===== src/rtl/vend_pkg.sv =====
// rtl/vend_pkg.sv - shared state encoding and coin table for the dispense controller
package vend_pkg;

    typedef enum logic [1:0] {
        ST_IDLE = 2'd0,
        ST_ITEM = 2'd1,
        ST_COIN = 2'd2,
        ST_DONE = 2'd3
    } state_t;

    localparam int COIN_IDX_W = 3;
    localparam int NUM_COINS  = 6;

    // Ordered largest first; coin_sel is an index into this table.
    localparam int COIN_VALUE [NUM_COINS] = '{50, 20, 10, 5, 2, 1};

endpackage


===== src/rtl/vend_coin_select.sv =====
// rtl/vend_coin_select.sv - greedy pick of the largest coin not exceeding the remaining change
module vend_coin_select
    import vend_pkg::*;
#(
    parameter int MONEY_W = 7
) (
    input  logic [MONEY_W-1:0]    change,
    output logic [COIN_IDX_W-1:0] coin_sel,
    output logic [MONEY_W-1:0]    coin_value
);

    logic found;

    // Zero change selects nothing; the controller never presents a coin then.
    always_comb begin
        coin_sel   = '0;
        coin_value = '0;
        found      = 1'b0;
        for (int i = 0; i < NUM_COINS; i++) begin
            if (!found && change >= MONEY_W'(COIN_VALUE[i])) begin
                coin_sel   = COIN_IDX_W'(i);
                coin_value = MONEY_W'(COIN_VALUE[i]);
                found      = 1'b1;
            end
        end
    end

endmodule


===== src/rtl/vend_dispense_ctrl.sv =====
// rtl/vend_dispense_ctrl.sv - delivers accepted purchases as item transfers then change coins
module vend_dispense_ctrl
    import vend_pkg::*;
#(
    parameter int TYPE_W  = 3,
    parameter int COUNT_W = 4,
    parameter int MONEY_W = 7
) (
    input  logic               clk,
    input  logic               rst,
    input  logic               start,
    input  logic [TYPE_W-1:0]  start_type,
    input  logic [COUNT_W-1:0] start_count,
    input  logic [MONEY_W-1:0] start_change,
    output logic               busy,
    output logic               item_valid,
    output logic [TYPE_W-1:0]  item_type,
    input  logic               item_ready,
    output logic               coin_valid,
    output logic [2:0]         coin_sel,
    input  logic               coin_ready,
    output logic               done,
    output logic               start_err
);

    state_t                  state_q, state_d;
    logic [TYPE_W-1:0]       type_q;
    logic [COUNT_W-1:0]      count_q;
    logic [MONEY_W-1:0]      change_q;
    logic                    start_err_q;
    logic [COIN_IDX_W-1:0]   sel_w;
    logic [MONEY_W-1:0]      denom_w;

    vend_coin_select #(.MONEY_W(MONEY_W)) u_coin_select (
        .change     (change_q),
        .coin_sel   (sel_w),
        .coin_value (denom_w)
    );

    always_ff @(posedge clk) begin
        if (rst) begin
            state_q <= ST_IDLE;
        end else begin
            state_q <= state_d;
        end
    end

    // Valid is a pure function of state, so a transfer is just ready in the matching state.
    always_ff @(posedge clk) begin
        if (rst) begin
            type_q      <= '0;
            count_q     <= '0;
            change_q    <= '0;
            start_err_q <= 1'b0;
        end else begin
            start_err_q <= start && (state_q != ST_IDLE);
            case (state_q)
                ST_IDLE: begin
                    if (start) begin
                        type_q   <= start_type;
                        count_q  <= start_count;
                        change_q <= start_change;
                    end
                end
                ST_ITEM: begin
                    if (item_ready) begin
                        count_q <= count_q - 1'b1;
                    end
                end
                ST_COIN: begin
                    if (coin_ready) begin
                        change_q <= change_q - denom_w;
                    end
                end
                default: ;
            endcase
        end
    end

    always_comb begin
        state_d = state_q;
        case (state_q)
            ST_IDLE: begin
                if (start) begin
                    if (start_count != '0) begin
                        state_d = ST_ITEM;
                    end else if (start_change != '0) begin
                        state_d = ST_COIN;
                    end else begin
                        state_d = ST_DONE;
                    end
                end
            end
            ST_ITEM: begin
                if (item_ready && count_q == COUNT_W'(1)) begin
                    state_d = (change_q != '0) ? ST_COIN : ST_DONE;
                end
            end
            ST_COIN: begin
                if (coin_ready && change_q == denom_w) begin
                    state_d = ST_DONE;
                end
            end
            ST_DONE: state_d = ST_IDLE;
            default: state_d = ST_IDLE;
        endcase
    end

    always_comb begin
        busy       = (state_q == ST_ITEM) || (state_q == ST_COIN);
        item_valid = (state_q == ST_ITEM);
        item_type  = (state_q == ST_ITEM) ? type_q : '0;
        coin_valid = (state_q == ST_COIN);
        coin_sel   = (state_q == ST_COIN) ? sel_w : 3'd0;
        done       = (state_q == ST_DONE);
        start_err  = start_err_q;
    end

endmodule


===== config.mk =====
export PLATFORM = sky130hd
export DESIGN_NAME = vend_dispense_ctrl
export DESIGN_NICKNAME = d
export VERILOG_FILES = /design/src/rtl/vend_pkg.sv /design/src/rtl/vend_coin_select.sv /design/src/rtl/vend_dispense_ctrl.sv
export SDC_FILE = /design/constraint.sdc
export NUM_CORES = 1
export LEC_CHECK = 0
export BUFFER_PORTS_ARGS = -buffer_cell sky130_fd_sc_hd__buf_4
export CELL_PAD_IN_SITES_DETAIL_PLACEMENT = 0
export CELL_PAD_IN_SITES_GLOBAL_PLACEMENT = 1
export CORE_AREA = 2 2 62 64
export DETAILED_ROUTE_END_ITERATION = 12
export DIE_AREA = 0 0 64 66
export GPL_TIMING_DRIVEN = 0
export PLACE_DENSITY_LB_ADDON = 0.1
export SYNTH_ARGS = -nofsm -noshare
export SYNTH_HDL_FRONTEND = slang
export SYNTH_SLANG_ARGS = --single-unit

===== constraint.sdc =====
create_clock -name clk -period 6.1 [get_ports clk]
set_input_delay 0.915 -clock clk [delete_from_list [all_inputs] [get_ports clk]]
set_output_delay 0.915 -clock clk [all_outputs]
set_load 0.05 [all_outputs]

# Yosys cells after proc, flatten, opt, wreduce, memory -nomap -nowiden
# Cells that the tools add are included.
# word_totals
ff_bits,17
word_cells,79
# classes
addsub,2
magnitude_cmp,6
eq_ne,10
n_mux,31
n_reduce_logical,25
# ops
cell,count
$mux W7,7
$pmux W7 S2,1
$reduce_bool A7 Y1,2
$mux W2,6
$mux W3,4
$reduce_and A3 Y1,3
$logic_and A1 B1 Y1,8
$mux W1,8
$mux W4,2
$ne A2 B1 Y1 const B,4
$pmux W2 S4,1
$pmux W4 S2,1
$eq A7 B7 Y1,1
$ge A7 B1 Y1 const B,1
$ge A7 B2 Y1 const B,1
$ge A7 B3 Y1 const B,1
$ge A7 B4 Y1 const B,1
$ge A7 B5 Y1 const B,1
$ge A7 B6 Y1 const B,1
$sub A7 B7 Y7,1
$mux W6,1
$reduce_bool A2 Y1,3
$logic_not A1 Y1,5
$eq A2 B2 Y1 const B,2
other kinds (8),8

# Logic depth before layout (Yosys ltp)
# Gate-level depths: netlist (run 1).
# depth
word_depth,21
depth_mapped,12
depth_no_buf,11

# Hierarchy
# From an unflattened synthesis (run 1), not the netlist that was laid out.
# hier_totals
hier_cells,206
hier_area_um2,1592.8
# modules_own_cells
mod,instances,cells_each,area_each_um2
vend_dispense_ctrl,1,166,1362.6
vend_coin_select,1,40,230.2

# Worst setup path after synthesis (run 1)
# Ideal clock, no wire load.
# synth_timing
path_type,register to output
start,register state_q[0]
end,output coin_sel[1]
arrival_ps,2834
required_time_ps,5185
path_slack_ps,2351
path_stages_with_launch,6
path_buffers,1
path_cell_list,dfxtp_1 > inv_1 > ha_1 > clkbuf_4 > o21ai_0 > nor4_1
# synth_via
elab_chain_cells,2
# synth_lines
element,line_no,source
"start, declared",vend_dispense_ctrl.sv:26,"state_t state_q, state_d;"
"start signal, assigned",vend_dispense_ctrl.sv:44,state_q <= state_d;
$eq A2 B2 Y1,-,
net coin_valid,vend_dispense_ctrl.sv:19,"output logic coin_valid,"
$mux W3,vend_dispense_ctrl.sv:114,coin_sel = (state_q == ST_COIN) ? sel_w : 3'd0;
"end, declared",vend_dispense_ctrl.sv:20,"output logic [2:0] coin_sel,"
# The timed path passes the listed nets, and every way through them passes these cells.

# Final worst setup path (run 1)
# layout_timing
start,register change_q[3]
end,register change_q[6]
# layout_via
elab_chain_cells,20
elab_cells_between_ends,30
cone_classes,1 x add/sub; 6 x order compare; 13 x mux; 10 x reduce/logical
# layout_lines
element,line_no,source
"start, declared",vend_dispense_ctrl.sv:29,logic [MONEY_W-1:0] change_q;
"start signal, assigned",vend_dispense_ctrl.sv:62,change_q <= start_change;
"start signal, assigned",vend_dispense_ctrl.sv:72,change_q <= change_q - denom_w;
$ge A7 B6 Y1,vend_coin_select.sv:20,if (!found && change >= MONEY_W'(COIN_VALUE[i])) begin
$mux W1,vend_coin_select.sv:20,
$logic_not A1 Y1,vend_coin_select.sv:20,
$logic_and A1 B1 Y1,vend_coin_select.sv:20,
$mux W1,vend_coin_select.sv:20,
$logic_not A1 Y1,vend_coin_select.sv:20,
$logic_and A1 B1 Y1,vend_coin_select.sv:20,
$mux W1,vend_coin_select.sv:20,
(+4 left out),-,
$logic_and A1 B1 Y1,vend_coin_select.sv:20,
$mux W1,vend_coin_select.sv:20,
$logic_not A1 Y1,vend_coin_select.sv:20,
$logic_and A1 B1 Y1,vend_coin_select.sv:20,
$mux W7,vend_coin_select.sv:20,
$sub A7 B7 Y7 (*),vend_dispense_ctrl.sv:72,
$mux W7 (*),vend_dispense_ctrl.sv:71,if (coin_ready) begin
$pmux W7 S2 (*),vend_dispense_ctrl.sv:57,case (state_q)
# Every way passes the cells marked *; elsewhere a longest branch is shown, timed or not. The select of a mux whose other input is x is not followed.
# A chain may end at the register's enable or synchronous reset.

==> summary.md, run 1 <==
| Metric | Value |
|---|---|
| CP top delay family | compound AO/OA/AOI/OAI gates |
| HP Start | type_q[1]$_SDFFE_PP0P_ |
| Die height | approximately 66 um |
| Number of synthesized flops with an enable pin | 0 |
| Initial Util | 0.405 |
| Core Region | 0.00355 mm2 |
| Final setup viols | 0 |
| CTS Buffer Depth | 2 |
| CP Depth | 12 |
| Final TNS setup | 0 ps |
| GRT Total Usage | 0.201 |
| Diodes inserted | 0 |
| Routability Congestion | around 0.85 |
| Number of global-route vias before repair | roughly 1500 |
| Port buffer count | 28 |
| First drt pass iteration count | 4 |
| Antenna violations before repair | 0 |
| GR Overflow Total | 0 |
| Width of the die | 64 um |
| TritonCTS clock tree | done |
| Rows | 22 |
| Vias | ~1500 |
| Post-DP HPWL | 3040 um |
| Slowest-stage cell, CP | a311oi_1 |
| Top Ports | 30 |
| Met1 usage | 0.236 |
| Crit Reg-Reg Endpoint | change_q[6]$_SDFFE_PP0P_ |
| Mapped Cells | slightly below 200 |
| Hold_buf cts | 0 |
| Fill count | 361 |
| Layout cells sized above 1 | 0.185 |
| GRT busiest layer | met2 |
| Worst-path fanout max | 10 |
| Clock sinks | 17 |
| Crit path DAT | 3360 ps |
| Max cap viols | 0 |
| Area Growth Syn to Fin | 20.7% |
| Vias per cell | 5.47 |
| Fin. max-slew vios | 0 |
| YS warnings | 0 |
| Seq/Total Area, Yosys | 0.237 |
| Critical Path Start | change_q[3]$_SDFFE_PP0P_ |
| Num CTS Buffers | 3 |
| CP Capture Type | register |
| Crit path launch type | register |
| Post-synth cell types | 47 |
| # nets final | 261 |
| Peak supply drop | 0.259 mV |
| Xor and xnor area share after synthesis | 0.00609 |
| Synth Area in Adders | 0.127 |
| Top cells by area, synth | dfxtp_1, ha_1, a21oi_1, nor2_1, o21ai_0 |
| Async set or reset register ratio after synthesis | 0 |
| Critical path buffers and inverters | 2 |
| Rel. slew slack | 0.629 |
| Compound-gate portion of the synthesized area | 0.278 |
| Post-synthesis register bit count | 17 |
| Simple-Gate Fraction of Synth Area | 0.242 |
| Detailed router's first-iteration violation count | between 100 and 150 |
| Final Hold Viols | 0 |
| Area share of the largest cell type after synthesis | 0.237 |
| Mapped Area | 0.00144 mm2 |
| Final Util | 0.489 |
| Worst-Skew Late Latency | 300 ps |
| Worst Reg-to-Reg Cells | 12 |
| Count leader, synth | nor2_1 |
| Most frequent cells after synthesis | nor2_1, a21oi_1, dfxtp_1, nand2_1 |
| Top FF cell, synth | dfxtp_1 |
| HP Class | register to register |
| Final wirelength | 3880 um |
| Tcrit/Tclk final | 0.512 |
| Residual DRC count | 0 |
| Worst-path clk slew | 110 ps |
| H-tree depth | 1 |
| Met3 GRT Util | 0.0221 |
| Worst reg2reg setup slack | 2980 ps |
| Remaining antenna violation count | 0 |
| M2 GR Usage | 0.370 |
| Crit path top cell by count | nor2_1 |
| Largest family of logic cells by synthesized area | compound AO/OA/AOI/OAI gates |
| Measured slew at the worst slew-check pin | 552 ps |
| First-pass GRT wire length | 6690 um |
| CTS root buf | clkbuf_4 |
| Synth Net Count | 228 |
| CP Class | register to register |
| Final Critical Period | 3120 ps |
| Leading area contributor after synthesis | dfxtp_1 |
| Die Area | 0.00422 mm2 |
| LEAKAGE | 0.721 nW |
| Mux share of post-synthesis cell area | 0.0217 |
| CP cell instances | clkbuf_1 -> nor2_1 -> nand2_1 -> a311oi_1 -> a21o_1 -> inv_1 -> fa_1 -> nor2b_1 -> nor2_1 -> o22ai_1 -> mux2_2 -> a21oi_1 |
| Largest net degree at the start of global routing | 11 |
| Post-CTS setup buffer count | 0 |
| Critical Path End | change_q[6]$_SDFFE_PP0P_ |
| RR Startpoint | change_q[3]$_SDFFE_PP0P_ |
| Fmax | 0.320 GHz |
| Max stage delay on crit path | 490 ps |
| Mean routed wirelength per cell | 14.1 um |
| Unrepaired setup endpoints after global routing | false |
| CTS resizes | 0 |
| Outcome | complete, no violations |
| Power per cell area | between 500 and 600 mW/mm2 |
| WP data required | around 6300 ps |
| Max Clock Skew | between 3 and 4 ps |
| Average size of a mapped cell | 7.38 um2 |
==> report_power, final <==
part / internal [mW] / switching [mW]
clock network: 0.0244 / 0.0405
registers: 0.150 / 0.0324
logic: 0.285 / 0.436
==> layout by cell type (no fill, tap or decap), drive strengths merged, types with 2 or more instances in the layout <==
cell	Yosys	layout
clkbuf	8	11
nor4	4	4
nand3	6	6
a22oi	2	2
o21a	3	3
and2	3	3
a21oi	21	21
o21ai	13	13
nor2b	4	4
buf	4	32
nor3	8	8
inv	12	12
nand4	2	2
a311oi	3	3
or3	2	2
a211oi	6	6
ha	13	13
nor2	25	25
dfxtp	17	17
mux2i	2	2
nand2	16	16
==> through the flow <==
step	instance area, um2	worst slack, ps	total power [mW]	hold slack [ps]	cells
final	1740	2980	0.967	459	275
after CTS	1740	3010	0.967	461	275
after global placement	1710	3020	0.888	437	271
after global routing	1740	2750	1.07	485	275
after floorplan	1440	2350	0.740	432	195
after detailed placement	1710	3040	0.897	444	271
==> how the worst min path moves through the flow <==
| stage | end | slack [ps] | cells past startpoint |
|---|---|---|---|
| finish | type_q[1]$_SDFFE_PP0P_ | 460 | 2 |
| floorplan | type_q[0]$_SDFFE_PP0P_ | 430 | 2 |
| global placement | type_q[1]$_SDFFE_PP0P_ | 440 | 2 |
| detailed placement | type_q[0]$_SDFFE_PP0P_ | 440 | 2 |
| CTS | type_q[0]$_SDFFE_PP0P_ | 460 | 2 |
| global route | type_q[1]$_SDFFE_PP0P_ | 480 | 2 |
==> cell type report <==
type | count | area, um2 | area share
plain buffers | 12 | 82.6 | 0.0476
clock buffers | 3 | 22.5 | 0.0130
clock inverters | 1 | 5.00 | 0.00288
inverters | 12 | 45.0 | 0.0259
multi-input cells | 154 | 971 | 0.559
flip-flops and latches | 17 | 340 | 0.196
well taps | 48 | 60.1 | 0.0346
repair buffers | 28 | 210 | 0.121
==> metal layers <==
layer | wire length [um] | vias to the layer above
li1 | - | 770
met1 | 1710 | 694
met2 | 1980 | 37
met3 | 145 | 4
met4 | 43 | 0
met5 | 0 | -
==> sequential cells by signal, summed over array words and instances (netlist names) <==
| register | flops |
|---|---|
| change_q | 7 |
| count_q | 4 |
| type_q | 3 |
| state_q | 2 |
| start_err | 1 |
==> worst register-to-register path, delay by kind of cell (launching register included) <==
| family | cells | cell delay [ps] |
|---|---|---|
| muxes | 1 | 350 |
| and+or+nand+nor | 4 | 720 |
| AOI/OAI and AO/OA | 4 | 960 |
| DFF | 1 | 340 |
| adders and majority gates | 1 | 400 |
| buffers and inverters | 2 | 280 |
==> logic make-up (layout without fill, tap and decap cells) <==
group                      count (synthesis)  in the layout
and+or+nand+nor                           74             74
AOI/OAI and AO/OA                         62             62
buffers and inverters                     24             56
DFF                                       17             17
adders and majority gates                 14             14
muxes                                      3              3
xor gates and xnor gates                   1              1
(Power assumes the default switching activity.)
==> run 2, diff against run 1 <==
--- a/config.mk
+++ b/config.mk
@@ -8,9 +8,9 @@
 export BUFFER_PORTS_ARGS = -buffer_cell sky130_fd_sc_hd__buf_4
 export CELL_PAD_IN_SITES_DETAIL_PLACEMENT = 0
 export CELL_PAD_IN_SITES_GLOBAL_PLACEMENT = 1
-export CORE_AREA = 2 2 62 64
+export CORE_AREA = 2 2 64 66
 export DETAILED_ROUTE_END_ITERATION = 12
-export DIE_AREA = 0 0 64 66
+export DIE_AREA = 0 0 66 68
 export GPL_TIMING_DRIVEN = 0
 export PLACE_DENSITY_LB_ADDON = 0.1
 export SYNTH_ARGS = -nofsm -noshare
==> constraint.sdc (replaced) <==
create_clock -name clk -period 3.1 [get_ports clk]
set_input_delay 0.465 -clock clk [delete_from_list [all_inputs] [get_ports clk]]
set_output_delay 0.465 -clock clk [all_outputs]
set_load 0.05 [all_outputs]
==> run 2 against run 1 <==
Net effect:
- clock power rose to 2.7 times the previous value
- first-iteration DRC count fell by 67%
- non-clock buffer count stayed put
- clock skew up 1.0 ps
- clock-buffer cell count grew 1
- routed wire length grew 0.82%
- cell count increased by 0.73%
- fmax increased by 9.0%
- highest routed layer unchanged
- critical path type unchanged
- critical path depth decreased by 1
==> summary.md, run 2 (synthesized netlist as in run 1, its figures left out) <==
| Metric | Value |
|---|---|
| Num CTS Buffers | 3 (unchanged) |
| GRT Total Usage | 0.187 (was 0.201) |
| Final Power | 1.97 mW (was 967 uW) |
| Post-DP HPWL | 3110 um (was 3040 um) |
| Detailed router's first-iteration violation count | 47 (was 143) |
| Crit path top cell by count | or3_1 (was nor2_1) |
| # nets final | 261 (unchanged) |
| Worst setup margin | 236 ps (was 2980 ps) |
| Width of the die | 66 um (was 64 um) |
| Max stage delay on crit path | 380 ps (was 490 ps) |
| GR Overflow Total | 0 (unchanged) |
| Antenna violations before repair | 0 (unchanged) |
| Unrepaired setup endpoints after global routing | false (unchanged) |
| DP Worst Slack | 35.7 ps (was 3040 ps) |
| Commonest cells after routing, fill and taps aside | buf_4, nor2_1, a21oi_1 (unchanged) |
| Final setup viols | 0 (unchanged) |
| Port buffer count | 28 (unchanged) |
| WP data required | 3300 ps (was 6340 ps) |
| Rel. slew slack | 0.660 (was 0.629) |
| Worst reg2reg setup slack | 240 ps (was 2980 ps) |
| Mean routed wirelength per cell | 14.1 um (about the same) |
| Remaining antenna violation count | 0 (unchanged) |
| Core Region | 0.00386 mm2 (was 0.00355 mm2) |
| Die height | 68 um (was 66 um) |
| Most flops, register | change_q (unchanged) |
| Top Ports | 30 (unchanged) |
| Die Area | 0.00449 mm2 (was 0.00422 mm2) |
| Non-filler instance count after layout | 277 (was 275) |
| Vias | 1521 (was 1505) |
| Final Critical Period | 2860 ps (was 3120 ps) |
| CP cell instances | clkbuf_2 -> nor2_1 -> nor3_1 -> a21oi_1 -> or3_1 -> ha_1 -> nand3_1 -> or3_1 -> a221o_1 -> a211o_1 -> a21oi_2 (was clkbuf_1 -> nor2_1 -> nand2_1 -> a311oi_1 -> a21o_1 -> inv_1 -> fa_1 -> nor2b_1 -> nor2_1 -> o22ai_1 -> mux2_2 -> a21oi_1) |
| Fin. max-slew vios | 0 (unchanged) |
| CP Class | register to register (unchanged) |
| Layout cells sized above 1 | 0.207 (was 0.185) |
| Fmax | 0.349 GHz (was 0.320 GHz) |
| CTS Buffer Depth | 2 (unchanged) |
| Max Clock Skew | 4.57 ps (was 3.57 ps) |
| Clock sinks | 17 (unchanged) |
| Outcome | complete, no violations (unchanged) |
| Worst-path clk slew | 80 ps (was 110 ps) |
| First-pass GRT wire length | 6460 um (was 6690 um) |
| Area Growth Syn to Fin | 23.4% (was 20.7%) |
| TritonCTS clock tree | done (unchanged) |
| Measured slew at the worst slew-check pin | 506 ps (was 552 ps) |
| Placed inst area | 0.00172 mm2 (was 0.00171 mm2) |
| Power per cell area | 1110 mW/mm2 (was 557 mW/mm2) |
| Peak supply drop | 0.451 mV (was 0.259 mV) |
| Vias per cell | 5.49 (was 5.47) |
| Commonest non-fill, non-tap cell in the layout | buf_4 (unchanged) |
| Crit path launch type | register (unchanged) |
| Top Registers | change_q x7, count_q x4, type_q x3 (unchanged) |
| Critical path buffers and inverters | 1 (was 2) |
| Residual DRC count | 0 (unchanged) |
| Routability Congestion | 0.789 (was 0.854) |
| Number of global-route vias before repair | 1462 (was 1492) |
| LEAKAGE | 0.738 nW (was 0.721 nW) |
| Tcrit/Tclk final | 0.924 (was 0.512) |
| Worst-path fanout max | 10 (unchanged) |
| Slowest-stage cell, CP | dfxtp_1 (was a311oi_1) |
| First drt pass iteration count | 4 (unchanged) |
| H-tree depth | 1 (unchanged) |
| Diodes inserted | 0 (unchanged) |
| Rows | 23 (was 22) |
| CP top delay family | simple AND/OR/NAND/NOR gates (was compound AO/OA/AOI/OAI gates) |
| Crit path DAT | 3060 ps (was 3360 ps) |
| Design Area, Final | 0.00178 mm2 (was 0.00174 mm2) |
| Worst-Skew Late Latency | 250 ps (was 300 ps) |
| Final Hold Viols | 0 (unchanged) |
| Max reg flops | 7 (unchanged) |
| Max cap viols | 0 (unchanged) |
| CTS root buf | clkbuf_8 (was clkbuf_4) |
| Final wirelength | 3920 um (was 3880 um) |
| HP Class | primary input to register (was register to register) |
| CP Capture Type | register (unchanged) |
| Post-Place Cells | 273 (was 271) |
| Largest net degree at the start of global routing | 11 (unchanged) |
| Initial Util | 0.373 (was 0.405) |
-- run 2: cell count changes in the layout (fill, tap and decap cells not counted), moves of 2 or more --
cell,previous run,this run
clkbuf_1,5,3
clkbuf_2,0,3
clkbuf_4,4,1
clkbuf_8,2,5
-- run 2: timing repair --
item                       CTS  global route
resized for setup            0             8
hold buffers                 0             0
buffers inserted             0             0
setup endpoints to repair    0             4
-- run 2: per-stage QoR --
step	utilization	TNS, ps	hold WS (ps)
floorplan	-	0	432
global placement	0.445	-9.84	440
detailed placement	0.445	0	454
CTS	0.457	0	458
global route	0.460	0	468
finish	0.460	0	457
-- run 2: power by group --
part,leakage (nW),switching (mW),internal [mW]
logic,0.575,0.862,0.571
clock network,0.0228,0.0831,0.0913
registers,0.140,0.0662,0.296
total,0.738,1.01,0.958
-- run 2: area by class of cell --
cell class	count	area [um2]
fill	414	2080
multi-input combinational	154	986
sequential	17	340
buffer	12	86.3
tap	50	62.6
clock buffer	4	45.0
inverter	12	45.0
timing repair buffer	28	210
-- run 2: worst paths after layout --
check | from | to | cells past startpoint
max | change_q[2]$_SDFFE_PP0P_ | state_q[0]$_SDFFE_PP0P_ | 11
min | rst | change_q[4]$_SDFFE_PP0P_ | 2
max reg2reg | change_q[2]$_SDFFE_PP0P_ | state_q[0]$_SDFFE_PP0P_ | 11
min reg2reg | type_q[1]$_SDFFE_PP0P_ | type_q[1]$_SDFFE_PP0P_ | 2
-- run 2: layer usage --
metal | GRT usage | part of all wire
met1 | 0.216 | 0.45
met2 | 0.350 | 0.49
met5 | 0 | 0
met4 | 0.0663 | 0.020
met3 | 0.0280 | 0.039
-- run 2: worst register-to-register path: stages, from the launching register on --
cell and delay, ps:
dfxtp_1 380, clkbuf_2 230, nor2_1 90, nor3_1 160, a21oi_1 50, or3_1 320
ha_1 350, nand3_1 130, or3_1 370, a221o_1 360, a211o_1 260, a21oi_2 110
==> run 3, diff against run 2 <==
==> constraint.sdc (replaced) <==
create_clock -name clk -period 3.2 [get_ports clk]
set_input_delay 0.48 -clock clk [delete_from_list [all_inputs] [get_ports clk]]
set_output_delay 0.48 -clock clk [all_outputs]
set_load 0.05 [all_outputs]
==> run 3 against run 2 <==
Net effect:
- cell count did not move
- setup slack improved by 16 ps
- routed wire length barely moved
- core utilization fell by 0.097 points
- flip-flop and latch count did not move
- fmax fell by 2.9%
- clock skew fell by 1.2 ps
- non-clock buffer count did not move
==> summary.md, run 3 (synthesized netlist as in run 1, its figures left out) <==
| Metric | Value |
|---|---|
| Fmax | 0.339 GHz (was 0.349 GHz) |
| Met3 GRT Util | 0.0280 (unchanged) |
| Detailed router's first-iteration violation count | 44 (was 47) |
| Rows | 23 (unchanged) |
| Diodes inserted | 0 (unchanged) |
| Routability Congestion | 0.789 (unchanged) |
| Clock sinks | 17 (unchanged) |
| H-tree depth | 1 (unchanged) |
| Top Ports | 30 (unchanged) |
| LEAKAGE | 0.734 nW (was 0.738 nW) |
| Final wirelength | 3910 um (was 3920 um) |
| Largest net degree at the start of global routing | 11 (unchanged) |
| Outcome | complete, no violations (unchanged) |
| Most flops, register | change_q (unchanged) |
| Max stage delay on crit path | 370 ps (was 380 ps) |
| Final setup viols | 0 (unchanged) |
| Design Area, Final | 0.00177 mm2 (was 0.00178 mm2) |
| Unrepaired setup endpoints after global routing | false (unchanged) |
| Worst-Skew Late Latency | 250 ps (about the same) |
| Commonest non-fill, non-tap cell in the layout | buf_4 (unchanged) |
| Max Clock Skew | 3.35 ps (was 4.57 ps) |
| Multi-input combinational cell area | 983 um2 (was 986 um2) |
| Final Critical Period | 2950 ps (was 2860 ps) |
| Final Power | 1.90 mW (was 1.97 mW) |
| # nets final | 261 (unchanged) |
| M2 GR Usage | 0.350 (unchanged) |
| Commonest cells after routing, fill and taps aside | buf_4, nor2_1, a21oi_1 (unchanged) |
| Number of global-route vias before repair | 1462 (unchanged) |
| Worst-path clk slew | 70 ps (was 80 ps) |
| Placed inst area | 0.00172 mm2 (unchanged) |
| CTS Buffer Depth | 2 (unchanged) |
| Rel. slew slack | 0.648 (was 0.660) |
| CTS root buf | clkbuf_8 (unchanged) |
| Layout cells sized above 1 | 0.198 (was 0.207) |
| Num CTS Buffers | 3 (unchanged) |
| Max reg flops | 7 (unchanged) |
| Residual DRC count | 0 (unchanged) |
| First drt pass iteration count | 4 (unchanged) |
| CP top delay family | compound AO/OA/AOI/OAI gates (was simple AND/OR/NAND/NOR gates) |
| First-pass GRT wire length | 6460 um (unchanged) |
| CP Class | register to register (unchanged) |
| Fin. max-slew vios | 0 (unchanged) |
| GRT busiest layer | met2 (unchanged) |
| CP cell instances | clkbuf_1 -> o21a_1 -> nor2_1 -> a311oi_2 -> a21oi_1 -> ha_1 -> nand4_1 -> or3_1 -> a221o_1 -> a211o_1 -> a21oi_2 (was clkbuf_2 -> nor2_1 -> nor3_1 -> a21oi_1 -> or3_1 -> ha_1 -> nand3_1 -> or3_1 -> a221o_1 -> a211o_1 -> a21oi_2) |
| Core Region | 0.00386 mm2 (unchanged) |
| GRT Total Usage | 0.187 (unchanged) |
| Power per cell area | 1070 mW/mm2 (was 1110 mW/mm2) |
| Die height | 68 um (unchanged) |
| Remaining antenna violation count | 0 (unchanged) |
| HP Class | register to register (was primary input to register) |
| TritonCTS clock tree | done (unchanged) |
| Top Registers | change_q x7, count_q x4, type_q x3 (unchanged) |
| Vias per cell | 5.51 (was 5.49) |
| Max cap viols | 0 (unchanged) |
| Final TNS setup | 0 ps (unchanged) |
| Antenna violations before repair | 0 (unchanged) |
| Crit path launch type | register (unchanged) |
| Die Area | 0.00449 mm2 (unchanged) |
| Slowest-stage cell, CP | ha_1 (was dfxtp_1) |
| Met1 usage | 0.216 (unchanged) |
| Non-filler instance count after layout | 277 (unchanged) |
| Tcrit/Tclk final | 0.921 (was 0.924) |
| Seq. cell area | 340 um2 (unchanged) |
| Area Growth Syn to Fin | 23.1% (was 23.4%) |
| Final Util | 0.459 (was 0.460) |
| Critical path buffers and inverters | 1 (unchanged) |
| Mean routed wirelength per cell | 14.1 um (about the same) |
| Width of the die | 66 um (unchanged) |
| Fill count | 414 (unchanged) |
| WP data required | 3390 ps (was 3300 ps) |
| Peak supply drop | 0.434 mV (was 0.451 mV) |
| Crit path DAT | 3140 ps (was 3060 ps) |
| Initial Util | 0.373 (unchanged) |
| CP Capture Type | register (unchanged) |
| Vias | 1525 (was 1521) |
| Post-Place Cells | 273 (unchanged) |
| Worst-path fanout max | 9 (was 10) |
| Measured slew at the worst slew-check pin | 525 ps (was 506 ps) |
| Port buffer count | 28 (unchanged) |
| Post-DP HPWL | 3110 um (unchanged) |
| Final Hold Viols | 0 (unchanged) |
| GR Overflow Total | 0 (unchanged) |
run 3: cell counts in the layout (fill, tap and decap cells not counted):
No cell type changed its count.
run 3: through the flow:
step	hold WS (ps)	worst slack [ps]
6_report	459	252
5_1_grt	479	28.4
4_1_cts	465	115
3_5_place_dp	454	136
3_3_place_gp	440	90.2
2_1_floorplan	432	343
run 3: worst min-delay path, cell delays in order (launching register included):
cell and delay, ps:
dfxtp_1 310, nand2_1 50, a21oi_1 60
run 3: worst paths after layout:
kind	from	to	slack, ps	cells past startpoint
max	change_q[4]$_SDFFE_PP0P_	state_q[0]$_SDFFE_PP0P_	250	11
min	type_q[1]$_SDFFE_PP0P_	type_q[1]$_SDFFE_PP0P_	460	2
max reg2reg	change_q[4]$_SDFFE_PP0P_	state_q[0]$_SDFFE_PP0P_	250	11
min reg2reg	type_q[1]$_SDFFE_PP0P_	type_q[1]$_SDFFE_PP0P_	460	2
run 3: layout make-up:
cell class / instances / share of cell area
multi-input cells: 154 / 0.555
flip-flops and latches: 17 / 0.192
repair buffers: 28 / 0.119
plain buffers: 12 / 0.0480
well taps: 50 / 0.0353
clock buffers: 4 / 0.0254
inverters: 12 / 0.0254
run 3: what timing repair did:
item / 4_1_cts / 5_1_grt
resized for setup: 0 / 5
endpoints found under the setup margin: 0 / 2
hold buffers: 0 / 0
setup buffers: 0 / 0
run 3: power by group:
group | leakage (nW) | switching (mW) | internal [mW]
combinational | 0.571 | 0.832 | 0.551
sequential | 0.140 | 0.0630 | 0.286
clock | 0.0228 | 0.0798 | 0.0884
run 3: layer usage:
| layer | part of all wire | up-vias |
|---|---|---|
| met5 | 0 | - |
| met4 | 0.020 | 0 |
| met3 | 0.049 | 7 |
| met2 | 0.50 | 37 |
| met1 | 0.44 | 716 |
| li1 | - | 765 |
